===== config.mk =====
export PLATFORM = sky130hd
export DESIGN_NAME = universal_shift_reg
export DESIGN_NICKNAME = d
export VERILOG_FILES = /design/src/rtl/universal_shift_reg.sv
export SDC_FILE = /design/constraint.sdc
export NUM_CORES = 1
export LEC_CHECK = 0
export ABC_AREA = 1
export CAP_MARGIN = 20
export CORE_MARGIN = 1
export CORE_UTILIZATION = 42
export CTS_CLUSTER_DIAMETER = 150
export DETAILED_ROUTE_END_ITERATION = 10
export HOLD_SLACK_MARGIN = 0.05
export PLACE_DENSITY = 0.83
export SETUP_SLACK_MARGIN = 0.02
export SYNTH_ARGS = -nofsm -noshare
export SYNTH_HDL_FRONTEND = slang
export SYNTH_SLANG_ARGS = --single-unit

===== constraint.sdc =====
create_clock -name CLK -period 1.1 [get_ports CLK]
set_input_delay 0.165 -clock CLK [delete_from_list [all_inputs] [get_ports CLK]]
set_output_delay 0.165 -clock CLK [all_outputs]
set_load 0.05 [all_outputs]

===== src/rtl/universal_shift_reg.sv =====
// universal_shift_reg
//   Universal shift register with hold, shift right, shift left and parallel
//   load. All state changes on the falling edge of CLK. A shared shift counter
//   tracks progress through a WIDTH-bit word and pulses WORD_DONE for one
//   cycle after the edge that completes the word.
//
// Parameters
//   WIDTH    register length, 2..32
//   RST_VAL  register contents after reset
//   CNT_W    shift counter width, derived from WIDTH
//
// Ports
//   CLK        clock, falling edge active
//   RST        synchronous reset, active high
//   EN         operation enable (0 = hold everything)
//   MODE       00 hold, 01 shift right, 10 shift left, 11 parallel load
//   SinR       serial in for right shift, enters at Q[WIDTH-1]
//   SinL       serial in for left shift, enters at Q[0]
//   Pin        parallel load data
//   Pout       register contents
//   SoutR      Q[0]
//   SoutL      Q[WIDTH-1]
//   CNT        shifts since last word boundary, load or reset
//   WORD_DONE  one-cycle strobe after the WIDTH-th shift

module universal_shift_reg #(
   parameter int               WIDTH   = 8,
   parameter logic [WIDTH-1:0] RST_VAL = '0,
   localparam int              CNT_W   = $clog2(WIDTH)
) (
   input  logic             CLK,
   input  logic             RST,
   input  logic             EN,
   input  logic [1:0]       MODE,
   input  logic             SinR,
   input  logic             SinL,
   input  logic [WIDTH-1:0] Pin,
   output logic [WIDTH-1:0] Pout,
   output logic             SoutR,
   output logic             SoutL,
   output logic [CNT_W-1:0] CNT,
   output logic             WORD_DONE
);

   localparam logic [1:0] MODE_HOLD  = 2'b00;
   localparam logic [1:0] MODE_RIGHT = 2'b01;
   localparam logic [1:0] MODE_LEFT  = 2'b10;
   localparam logic [1:0] MODE_LOAD  = 2'b11;

   localparam logic [CNT_W-1:0] CNT_LAST = CNT_W'(WIDTH - 1);
   localparam logic [CNT_W-1:0] CNT_ONE  = CNT_W'(1);

   logic [WIDTH-1:0] q;
   logic [WIDTH-1:0] q_nxt;
   logic [CNT_W-1:0] cnt;
   logic [CNT_W-1:0] cnt_nxt;
   logic             word_done;
   logic             word_done_nxt;
   logic             shift;

   always_comb begin
      q_nxt         = q;
      cnt_nxt       = cnt;
      word_done_nxt = 1'b0;
      shift         = 1'b0;

      if (EN) begin
         case (MODE)
            MODE_HOLD: begin
               q_nxt = q;
            end
            MODE_RIGHT: begin
               q_nxt = {SinR, q[WIDTH-1:1]};
               shift = 1'b1;
            end
            MODE_LEFT: begin
               q_nxt = {q[WIDTH-2:0], SinL};
               shift = 1'b1;
            end
            MODE_LOAD: begin
               q_nxt   = Pin;
               cnt_nxt = '0;
            end
            default: begin
               q_nxt = q;
            end
         endcase
      end

      // Both directions advance the same counter; a direction change mid-word
      // keeps the count going.
      if (shift) begin
         if (cnt == CNT_LAST) begin
            cnt_nxt       = '0;
            word_done_nxt = 1'b1;
         end else begin
            cnt_nxt = cnt + CNT_ONE;
         end
      end
   end

   always_ff @(negedge CLK) begin
      if (RST) begin
         q         <= RST_VAL;
         cnt       <= '0;
         word_done <= 1'b0;
      end else begin
         q         <= q_nxt;
         cnt       <= cnt_nxt;
         word_done <= word_done_nxt;
      end
   end

   assign Pout      = q;
   assign SoutR     = q[0];
   assign SoutL     = q[WIDTH-1];
   assign CNT       = cnt;
   assign WORD_DONE = word_done;

endmodule


==> impl_metrics.sql, run 1 <==
INSERT INTO impl_metrics (metric_group, metric, value, unit) VALUES
('status', 'run_status', 'stopped before the end', ''),
('status', 'failing_step', 'clock tree synthesis (4_1_cts)', ''),
('status', 'tool.error', '[ERROR DPL-0038] Utilization greater than 100%, impossible to legalize', ''),
('synth', 'ys_seq_area_share', '32.6', '%'),
('clock_tree', 'tritoncts_num_sinks', '12', ''),
('synth', 'synthCells', '111', ''),
('synth', 'avgSynthCellArea', '6.64', 'um^2'),
('clock_tree', 'post_cts_buffers', '13', ''),
('synth', 'ys_top_cells_by_count', 'nor2_1 (24), nand2_1 (18), inv_1 (17)', ''),
('clock_tree', 'clock_tree.htree_level_count', '1', ''),
('synth', 'most_frequent_cell_after_synthesis', 'nor2_1', ''),
('synth', 'synth_largest_area_cell', 'dfxtp_1', ''),
('synth', 'asyncSetResetFlopFracSynth', '0', '%'),
('synth', 'postSynthNetCount', '131', ''),
('synth', 'synth.distinct_cells', '17', ''),
('floorplanning', 'initial_utilization', '46.7', '%'),
('placed_design', 'place.detailed.instances', '164', ''),
('synth', 'synth-warning-count', '0', ''),
('clock_tree', 'holdBufCountCts', '0', ''),
('synth', 'synth-seq-cells', '12', ''),
('synth', 'netlist_top_cells_area', 'dfxtp_1 (33%), nor2_1 (12%), nand2_1 (9.2%)', ''),
('placed_design', 'io_buffers', '28', ''),
('floorplanning', 'placementRows', '14', ''),
('synth', 'dominantRegCellSynth', 'dfxtp_1', ''),
('placed_design', 'routabilityCongestion', '0.845', ''),
('floorplanning', 'die_x', '43.9', 'um'),
('synth', 'synth_enable_flop_cells', '0', ''),
('placed_design', 'post-dp-hpwl', '1770', 'um'),
('clock_tree', 'postCtsResizedCells', '47', ''),
('floorplanning', 'num_io_pins', '29', ''),
('floorplanning', 'die_h', '43.9', 'um'),
('clock_tree', 'cts_root_buf', 'clkbuf_4', ''),
('synth', 'synth.cell_area', '737', 'um^2'),
('synth', 'synth_top_area_share', '32.6', '%'),
('clock_tree', 'cts_max_path_buffers', '2', ''),
('clock_tree', 'cts_inserted_buffers', '3', '');
==> through the flow <==
| step | setup slack (ns) | instance area [um^2] | util, % |
|---|---|---|---|
| 2_1_floorplan | -0.361 | 873 | - |
| 3_5_place_dp | -1.12 | 1400 | 88.6 |
| 3_3_place_gp | -1.03 | 1400 | 88.6 |
==> cell families after synthesis <==
logic type      share of synthesized area [%]
compound gates                           8.66
fa+ha+maj                                8.49
buf+inv                                  16.0
flops                                    32.6
simple gates                             34.3
==> run 2, diff against run 1 <==
CORE_AREA = 2 2 63 65   (was default)
CORE_MARGIN = default   (was 1)
CORE_UTILIZATION = default   (was 42)
CTS_CLUSTER_DIAMETER = default   (was 150)
DIE_AREA = 0 0 65 67   (was default)
HOLD_SLACK_MARGIN = default   (was 0.05)
PLACE_DENSITY = default   (was 0.83)
PLACE_DENSITY_LB_ADDON = 0.15   (was default)
SETUP_SLACK_MARGIN = default   (was 0.02)
==> impl_metrics.sql, run 2 <==
INSERT INTO impl_metrics (metric_group, metric, value, unit) VALUES
('route', 'drt_first_iter_violations', '18', ''),
('floorplanning', 'die_x', '65', 'um'),
('clock_tree', 'cts_root_buf', 'clkbuf_8', ''),
('worst_setup_path', 'crit_path_cell_trace', 'buf_12', ''),
('synth', 'asyncSetResetFlopFracSynth', '0', '%'),
('global_routing', 'global_route.overflow_total', '0', ''),
('worst_setup_path', 'regToRegStartpoint', 'CNT[0]', ''),
('timing', 'worst_slack', '-0.445', 'ns'),
('timing', 'setup_repair_after_global_routing_missed_its_margin', 'yes', ''),
('layout', 'filler_cell_count', '343', ''),
('worst_setup_path', 'cp_top_family', 'flip-flops', ''),
('placed_design', 'postPlaceCellArea', '1430', 'um^2'),
('floorplanning', 'placementRows', '22', ''),
('clock_tree', 'cts_max_path_buffers', '2', ''),
('status', 'failed_checks', 'setup timing', ''),
('clock_tree', 'tritoncts_num_sinks', '12', ''),
('global_routing', 'antenna_found_initial', '0', ''),
('placed_design', 'io_buffers', '28', ''),
('route', 'detail_route.first_pass.iterations', '4', ''),
('synth', 'most_frequent_cell_after_synthesis', 'nor2_1', ''),
('synth', 'synth.cell_area', '737', 'um^2'),
('timing', 'timing.final.max_slew_violations', '0', ''),
('synth', 'netlist_top_cells_area', 'dfxtp_1 (33%), nor2_1 (12%), nand2_1 (9.2%)', ''),
('synth', 'ys_seq_area_share', '32.6', '%'),
('status', 'run_status', 'finished, violations left', ''),
('layout', 'largest_reg_flops', '8', ''),
('synth', 'ys_top_cells_by_count', 'nor2_1 (24), nand2_1 (18), inv_1 (17)', ''),
('floorplanning', 'core_area', '3610', 'um^2'),
('synth', 'synthCells', '111', ''),
('worst_setup_path', 'critical_path.slowest_cell', 'dfxtp_4', ''),
('min_path', 'holdCritStartpoint', 'CNT[1]', ''),
('layout', 'design.final.nets', '194', ''),
('clock_tree', 'cts.reportedPaths.clkPinSlew', '0.04', 'ns'),
('route', 'route.detailed.wl_per_inst', '10.9', 'um'),
('route', 'drt-total-wl', '2400', 'um'),
('worst_setup_path', 'critical_path.n_buffers_inverters', '1', ''),
('timing', 'timing.slew.headroom', '89.2', '%'),
('layout', 'synthToLayoutAreaGrowth', '140', '%'),
('synth', 'synth_largest_area_cell', 'dfxtp_1', ''),
('worst_setup_path', 'setup.worst_path.start_class', 'flop', ''),
('flow_run', 'maxCapViolations', '0', ''),
('layout', 'post_route_cells_drive_above_1_share', '55.2', '%'),
('min_path', 'worst_hold_path.endpoint', 'CNT[1]', ''),
('worst_setup_path', 'critical_path_class', 'flop to output port', ''),
('global_routing', 'via_count_of_the_first_global_routing_pass', '1023', ''),
('worst_setup_path', 'worstReg2RegEnd', 'CNT[0]', ''),
('route', 'post_drt_via_cell_ratio', '4.15', ''),
('min_path', 'worst_hold_path_cell_count', '3', ''),
('floorplanning', 'num_io_pins', '29', ''),
('synth', 'synth_enable_flop_cells', '0', ''),
('clock_tree', 'clock_tree.htree_level_count', '1', ''),
('global_routing', 'grt_use_total', '12.7', '%'),
('layout', 'post-route-cell-area', '1770', 'um^2'),
('floorplanning', 'initial_utilization', '20.4', '%'),
('placed_design', 'routabilityCongestion', '0.824', ''),
('route', 'routed-via-count', '914', ''),
('layout', 'layout_common_cells', 'inv_1 (23), buf_12 (18), nor2_1 (17)', ''),
('synth', 'avgSynthCellArea', '6.64', 'um^2'),
('clock_tree', 'holdBufCountCts', '0', ''),
('timing', 'fin_worst_skew', '0.00839', 'ns'),
('layout', 'layout.cells.most_common', 'inv_1', ''),
('synth', 'synth.distinct_cells', '17', ''),
('clock_tree', 'cts_inserted_buffers', '3', ''),
('synth', 'postSynthNetCount', '131', ''),
('synth', 'synth-seq-cells', '12', ''),
('synth', 'dominantRegCellSynth', 'dfxtp_1', ''),
('layout', 'antennaDiodeCount', '0', ''),
('global_routing', 'pin_count_of_the_biggest_net_entering_global_routing', '9', ''),
('placed_design', 'post-place-ws', '-1.09', 'ns'),
('timing', 'tightest_slew', '0.161', 'ns'),
('worst_setup_path', 'crit_path_max_fanout', '3', ''),
('route', 'postRouteAntennaNets', '0', ''),
('min_path', 'min_path_type', 'flop to flop', ''),
('worst_setup_path', 'logic_depth_of_the_worst_register_to_register_path', '8', ''),
('route', 'drt_drc_violations_left', '0', ''),
('clock_tree', 'cts_tree', 'yes', ''),
('worst_setup_path', 'rrSetupSlack', '-0.13', 'ns'),
('worst_setup_path', 'timing.critical_path.arrival', '1.38', 'ns'),
('floorplanning', 'die_h', '67', 'um'),
('worst_setup_path', 'worstPathRequired', '0.94', 'ns'),
('synth', 'synth_top_area_share', '32.6', '%'),
('placed_design', 'post-dp-hpwl', '1530', 'um'),
('layout', 'post_layout_nonfiller_instances', '220', ''),
('worst_setup_path', 'critical_path_endpoint_category', 'output port', ''),
('global_routing', 'grt_pass1_wl', '4170', 'um'),
('pwr', 'peakVddDrop', '0.423', 'mV'),
('placed_design', 'place.detailed.instances', '197', ''),
('layout', 'multiInputGateArea', '563', 'um^2'),
('layout', 'area.sequential', '285', 'um^2'),
('pwr', 'static-leakage-power', '0.774', 'nW'),
('timing', 'fin_tns_setup', '-8.77', 'ns'),
('timing', 'setup_failing_eps_final', '26', ''),
('synth', 'synth-warning-count', '0', ''),
('timing', 'timing_hold_violations_final', '0', ''),
('floorplanning', 'dieArea', '4360', 'um^2'),
('worst_setup_path', 'crit_path_max_incr_delay', '0.37', 'ns'),
('clock_tree', 'insertion_delay', '0.32', 'ns'),
('pwr', 'power.density', '989', 'nW/um^2'),
('pwr', 'post-layout-total-power', '1.75', 'mW');
==> run 2: per-stage QoR <==
stage	hold slack, ns	util, %
final	0.609	49.1
after global placement	0.518	39.7
after global routing	0.637	49.1
after detailed placement	0.527	39.7
after CTS	0.624	47.4
after floorplan	0.564	-
==> run 2: how the worst max path moves through the flow <==
| stage | start | endpoint | slack, ns | cells past startpoint |
|---|---|---|---|---|
| 2_1_floorplan | MODE[1] | Pout[5] | -0.36 | 7 |
| 3_3_place_gp | MODE[0] | Pout[0] | -1.08 | 9 |
| 3_5_place_dp | MODE[0] | Pout[7] | -1.09 | 9 |
| 4_1_cts | Pout[7] | SoutL | -0.45 | 1 |
| 5_1_grt | Pout[0] | SoutR | -0.49 | 1 |
| 6_report | Pout[7] | SoutL | -0.45 | 1 |
==> run 2: what timing repair did <==
action	CTS	global route
setup buffers	8	2
pin swaps	31	21
endpoints found under the hold margin	0	0
endpoints found under the setup margin	26	26
cloned	1	0
gates resized for setup	39	19
==> run 2: kinds of logic after synthesis <==
logic type               share of synthesized area (%)
adder cells (fa/ha/maj)                           8.49
AND/OR/NAND/NOR                                   34.3
flip-flops                                        32.6
buffers and inverters                             16.0
AO/OA/AOI/OAI                                     8.66
==> run 2: area by class of cell <==
type / count / area share (%)
timing repair buffer: 53 / 38.5
multi-input combinational: 75 / 31.8
sequential: 12 / 16.1
inverter: 17 / 5.30
tap: 48 / 3.39
clock inverter: 12 / 2.55
clock buffer: 3 / 2.33
==> run 2: worst reg2reg max path: cells and delay by family (launching register included) <==
kind	cells	cell delay [ns]
AND/OR/NAND/NOR	4	0.28
adder cells (fa/ha/maj)	2	0.34
flip-flops	1	0.34
buffers and inverters	2	0.20
==> run 2: power breakdown <==
group	leakage, nW	switching (mW)	internal (mW)
sequential	0.107	0.0339	0.459
combinational	0.582	0.327	0.350
clock	0.0855	0.279	0.301
==> run 2: per-layer routing <==
| metal | wire length, um | global-route usage [%] |
|---|---|---|
| met2 | 1250 | 21.4 |
| met4 | 61 | 9.04 |
| met1 | 902 | 12.2 |
| met5 | 0 | 0 |
| met3 | 190 | 5.91 |
Note: power is estimated with default switching activity, not from simulation.
==> edit 1 (flow settings as in run 2) <==
Remove the register `word_done`: a continuous assignment takes its place, so the output `WORD_DONE` follows one clock earlier.
--- a/src/rtl/universal_shift_reg.sv
+++ b/src/rtl/universal_shift_reg.sv
@@ -103,13 +103,13 @@
       if (RST) begin
          q         <= RST_VAL;
          cnt       <= '0;
-         word_done <= 1'b0;
       end else begin
          q         <= q_nxt;
          cnt       <= cnt_nxt;
-         word_done <= word_done_nxt;
       end
    end
+
+   assign word_done = word_done_nxt;
 
    assign Pout      = q;
    assign SoutR     = q[0];
Behaviour: not the same (Yosys sat finds a counterexample within 10 cycles, from zero or initial values and one cycle with RST high).
==> edit 1 against run 2 <==
- the flow still finishes with violations (negative setup slack)
- core utilization up 1.7 points
- power down 1.9%
- wire length up 0.25%
- via count up 0.55%
- setup slack worse by 0.35 ns
- sequential cell count down 1
- critical path depth up 4
- area after synthesis down 7.5%
- sequential share of layout area down 1.8 points
- clock power down 5.0%
- design area up 3.4%
- non-clock buffer count up 5
- global-route usage down 0.73 points
- critical path type unchanged
==> edit 1: results (changes against run 2) <==
stage	metric	value	unit	change
finish	fill count	342		was 343
worst_setup_path	Critical Path Sink	WORD_DONE		was SoutL
pwr	leak pwr	0.0007873	uW	was 0.0007739 uW
min_path	Hold EP	Pout[6]$_SDFFE_NP0P_		was CNT[1]$_SDFFE_NP0P_
worst_setup_path	R2R Setup Slk	-0.06	ns	was -0.13 ns
place	Post-DP HPWL	1580	um	was 1527 um
sta	WHS	0.6096	ns	was 0.6092 ns
yosys	sequential area share after synthesis	32.29	%	was 32.60%
worst_setup_path	R2R depth	7		was 8
sta	final setup violating endpoints	25		was 26
sta	Setup WS post-layout	-0.7985	ns	was -0.4451 ns
status	failing checks	negative setup slack		unchanged
routing	vias	919		was 914
worst_setup_path	slowest stage cell, crit path	dfxtp_4		unchanged
place	Final Wtd Congestion	0.7517		was 0.8239
finish	NumNets Final	196		was 194
pwr	Clk pwr share	32.1	%	was 33.2%
grt	global-route wire length before repair	3898	um	was 4167 um
yosys	syn_nets	128		was 131
finish	layout cells sized above 1	58.86	%	was 55.23%
pwr	Comb. pwr	709	uW	was 677 uW
pwr	maximum resistive drop on vdd	0.6667	mV	was 0.4227 mV
place	Placed Instance Area	1449	um2	was 1431 um2
sta	Slew headroom	88.53	%	was 89.23%
yosys	Distinct cells, synth	16		was 17
routing	WL final	2410	um	was 2404 um
yosys	Synth area leaders	dfxtp_1 (32%), nor2_1 (14%), nand2_1 (13%)		was dfxtp_1 (33%), nor2_1 (12%), nand2_1 (9.2%)
status	status	finished with violations		unchanged
min_path	HP Start	Pout[6]$_SDFFE_NP0P_		was CNT[1]$_SDFFE_NP0P_
worst_setup_path	Crit Path Max Fanout	2		was 3
grt	Total GRT Usage	11.94	%	was 12.67%
yosys	top cells by count, synth	nor2_1 (25), nand2_1 (23), inv_1 (12)		was nor2_1 (24), nand2_1 (18), inv_1 (17)
worst_setup_path	Critical Path Max Stage Delay	0.34	ns	was 0.37 ns
sta	post-route setup TNS	-9.796	ns	was -8.775 ns
pwr	Cell Int Power	1100	uW	was 1110 uW
## edit 1: cell types whose count changed after synthesis, moves of 2 or more
cell     change
a21oi_1      +3
inv_1        -5
inv_2        +2
nand2_1      +5
nand3_1      -3
nor2_2       -2
o21ai_0      -3
o21ai_1      +2
## edit 1: metal layers
layer,part of all wire (%),up-vias,track usage (%)
met4,0.79,0,6.649
li1,-,469,-
met5,0,-,0
met1,40,425,11.82
met3,6.5,2,5.068
met2,53,23,21.01
## edit 1: metrics by stage
| stage | instances | setup WS (ns) | total power, uW | utilization (%) |
|---|---|---|---|---|
| after global placement | 201 | -1.058 | 1092 | 40.18 |
| after detailed placement | 201 | -1.093 | 1097 | 40.18 |
| after floorplan | 108 | -0.6233 | 806.2 | - |
| after CTS | 223 | -0.8164 | 1725 | 48.47 |
| after global routing | 223 | -0.8402 | 1849 | 50.73 |
| final | 223 | -0.7985 | 1717 | 50.73 |
## edit 1: cell type report
type                    count  area [um2]  share of cell area [%]
flip-flops and latches     11       261.5                   14.30
clock inverters            12       45.04                   2.462
multi-input cells          76       570.5                   31.19
repair buffers             58       759.5                   41.52
inverters                  15       91.34                   4.993
well taps                  48       60.06                   3.283
clock buffers               3       41.29                   2.257
## edit 1: cells by family after synthesis
group,after synthesis,share of synthesized area [%]
simple gates,58,34.86
fa+ha+maj,5,9.174
flops,11,32.29
buf+inv,21,14.13
compound gates,13,9.539
## edit 1: worst reg2reg max path, delay by kind of cell (launching register included)
kind            cells  cell delay [ns]
buf+inv             4             0.47
flops               1             0.34
simple gates        2             0.16
compound gates      1             0.12
## edit 1: timing repair
item,in CTS,in global routing
gates cloned,1,0
resized for setup,33,27
endpoints found under the setup margin,25,25
buffers inserted,7,3
endpoints found under the hold margin,0,0
pin swaps,16,14
==> edit 2 (settings of run 2) <==
Made on the original files. Set the parameter `WIDTH` to 16 (it was 8).
--- a/src/rtl/universal_shift_reg.sv
+++ b/src/rtl/universal_shift_reg.sv
@@ -24,7 +24,7 @@
 //   WORD_DONE  one-cycle strobe after the WIDTH-th shift
 
 module universal_shift_reg #(
-   parameter int               WIDTH   = 8,
+   parameter int               WIDTH   = 16,
    parameter logic [WIDTH-1:0] RST_VAL = '0,
    localparam int              CNT_W   = $clog2(WIDTH)
 ) (
Interface: changed (resized CNT, Pin and Pout); port bits go from 29 to 46. No check against the original RTL was run, so the function may have changed too.
==> edit 2 against run 2 <==
- the run still ends with negative setup slack left
- wire length increased by 89%
- clock power increased by 53%
- design area increased by 65%
- sequential power increased by 76%
- first-iteration DRC count increased by 130%
- sequential cell count increased by 9
- power increased by 70%
- clock skew increased by 0.013 ns
- setup slack got worse by 0.030 ns
- area after synthesis increased by 67%
- critical path type unchanged
- highest routed layer unchanged
==> edit 2: results (changes against run 2) <==
stage	metric	value	unit	change
grt	Total GRT Usage	20.78	%	was 12.67%
yosys	Post-Synthesis Cells	165		was 111
worst_setup_path	R2R Setup Slk	0.02	ns	was -0.13 ns
sta	post-route setup TNS	-15.11	ns	was -8.775 ns
clock_network	Clk Latency, worst-skew pair	0.36	ns	was 0.32 ns
pwr	Power Clock	885	uW	was 580 uW
status	status	finished with violations		unchanged
finish	max reg flops	16		was 8
routing	met1 WL	1745	um	was 902 um
grt	met3 Resource Use GR	5.743	%	was 5.912%
routing	via/cell ratio	4.792		was 4.155
yosys	Synth area leaders	dfxtp_1 (34%), nand2_1 (18%), a21oi_2 (14%)		was dfxtp_1 (33%), nor2_1 (12%), nand2_1 (9.2%)
place	Place WS	-1.123	ns	was -1.088 ns
grt	number of global-route vias before repair	1617		was 1023
pwr	Power Density	1015	nW/um2	was 989.0 nW/um2
pwr	leak pwr	0.001383	uW	was 0.0007739 uW
pwr	maximum resistive drop on vdd	0.5881	mV	was 0.4227 mV
grt	met2 GRT Util	37.89	%	was 21.39%
grt	largest net degree at the start of global routing	18		was 9
yosys	top cells by count, synth	nand2_1 (60), dfxtp_1 (21), a21oi_2 (20)		was nor2_1 (24), nand2_1 (18), inv_1 (17)
finish	layout cells sized above 1	69.43	%	was 55.23%
sta	Tightest Pin Transition	0.2704	ns	was 0.1609 ns
sta	Setup WS post-layout	-0.4748	ns	was -0.4451 ns
routing	metal3 WL	229	um	was 190 um
place	Placed Cells incl. Taps	278		was 197
place	Post-DP HPWL	2488	um	was 1527 um
routing	WL met2	2509	um	was 1250 um
finish	diodes inserted	0		unchanged
sta	skew final	0.02156	ns	was 0.008392 ns
finish	NumNets Final	293		was 194
place	Port Buffers	45		was 28
grt	global-route wire length before repair	7010	um	was 4167 um
worst_setup_path	R2R depth	5		was 8
routing	WL final	4537	um	was 2404 um
routing	Iter 0 DRT Violations	41		was 18
yosys	yosys synthesis warning count	0		unchanged
worst_setup_path	arrival time worst endpoint	1.41	ns	was 1.38 ns
sta	WHS	0.6234	ns	was 0.6092 ns
grt	met1 usage	22.25	%	was 12.17%
place	Final Wtd Congestion	0.7659		was 0.8239
finish	fill count	195		was 343
yosys	sequential area share after synthesis	34.15	%	was 32.60%
finish	Seq. cell area	481.7	um2	was 285.3 um2
sta	final setup violating endpoints	44		was 26
pwr	fraction of power spent switching nets	39.82	%	was 36.58%
status	failing checks	negative setup slack		unchanged
==> edit 2: cell types whose count changed in the layout (fill, tap and decap cells not counted), moves of 7 or more <==
cell,run 2,this run
nor2_1,17,0
dfxtp_2,0,7
buf_12,18,32
a21oi_2,0,29
nor2_2,7,0
nand2_2,4,20
buf_4,16,26
clkdlybuf4s50_1,10,18
nand2_4,3,23
==> edit 2: path summary, 6_finish.rpt <==
path,from,to
min,CNT[0]$_SDFFE_NP0P_,CNT[0]$_SDFFE_NP0P_
max reg2reg,CNT[1]$_SDFFE_NP0P_,CNT[2]$_SDFFE_NP0P_
max,Pout[15]$_SDFFE_NP0P_,SoutL
min reg2reg,CNT[0]$_SDFFE_NP0P_,CNT[0]$_SDFFE_NP0P_
==> edit 2: logic make-up after synthesis <==
group	after synthesis	synth area share (%)
AND/OR/NAND/NOR	66	22.56
AO/OA/AOI/OAI	53	27.85
flip-flops	21	34.15
buffers and inverters	20	10.67
adder cells (fa/ha/maj)	4	4.065
XOR/XNOR	1	0.7115
==> edit 2: worst register-to-register path, delay by kind of cell, from the launching register on <==
| kind | cells | cell delay (ns) |
|---|---|---|
| flops | 1 | 0.34 |
| buf+inv | 1 | 0.15 |
| fa+ha+maj | 1 | 0.16 |
| xor+xnor | 1 | 0.14 |
| simple gates | 1 | 0.10 |
| compound gates | 1 | 0.13 |
==> edit 2: cell type report <==
cell class              count  share of cell area, %
clock inverters            22                  2.993
well taps                  48                  2.052
multi-input cells         124                  35.78
repair buffers             87                  39.76
flip-flops and latches     21                  16.46
clock buffers               3                  1.411
inverters                   8                  1.539
==> edit 2: repair_timing <==
action,in CTS,in global routing
endpoints found under the setup margin,44,44
cloned,2,0
resized for setup,75,62
buffers inserted,9,2
pin swaps,36,23
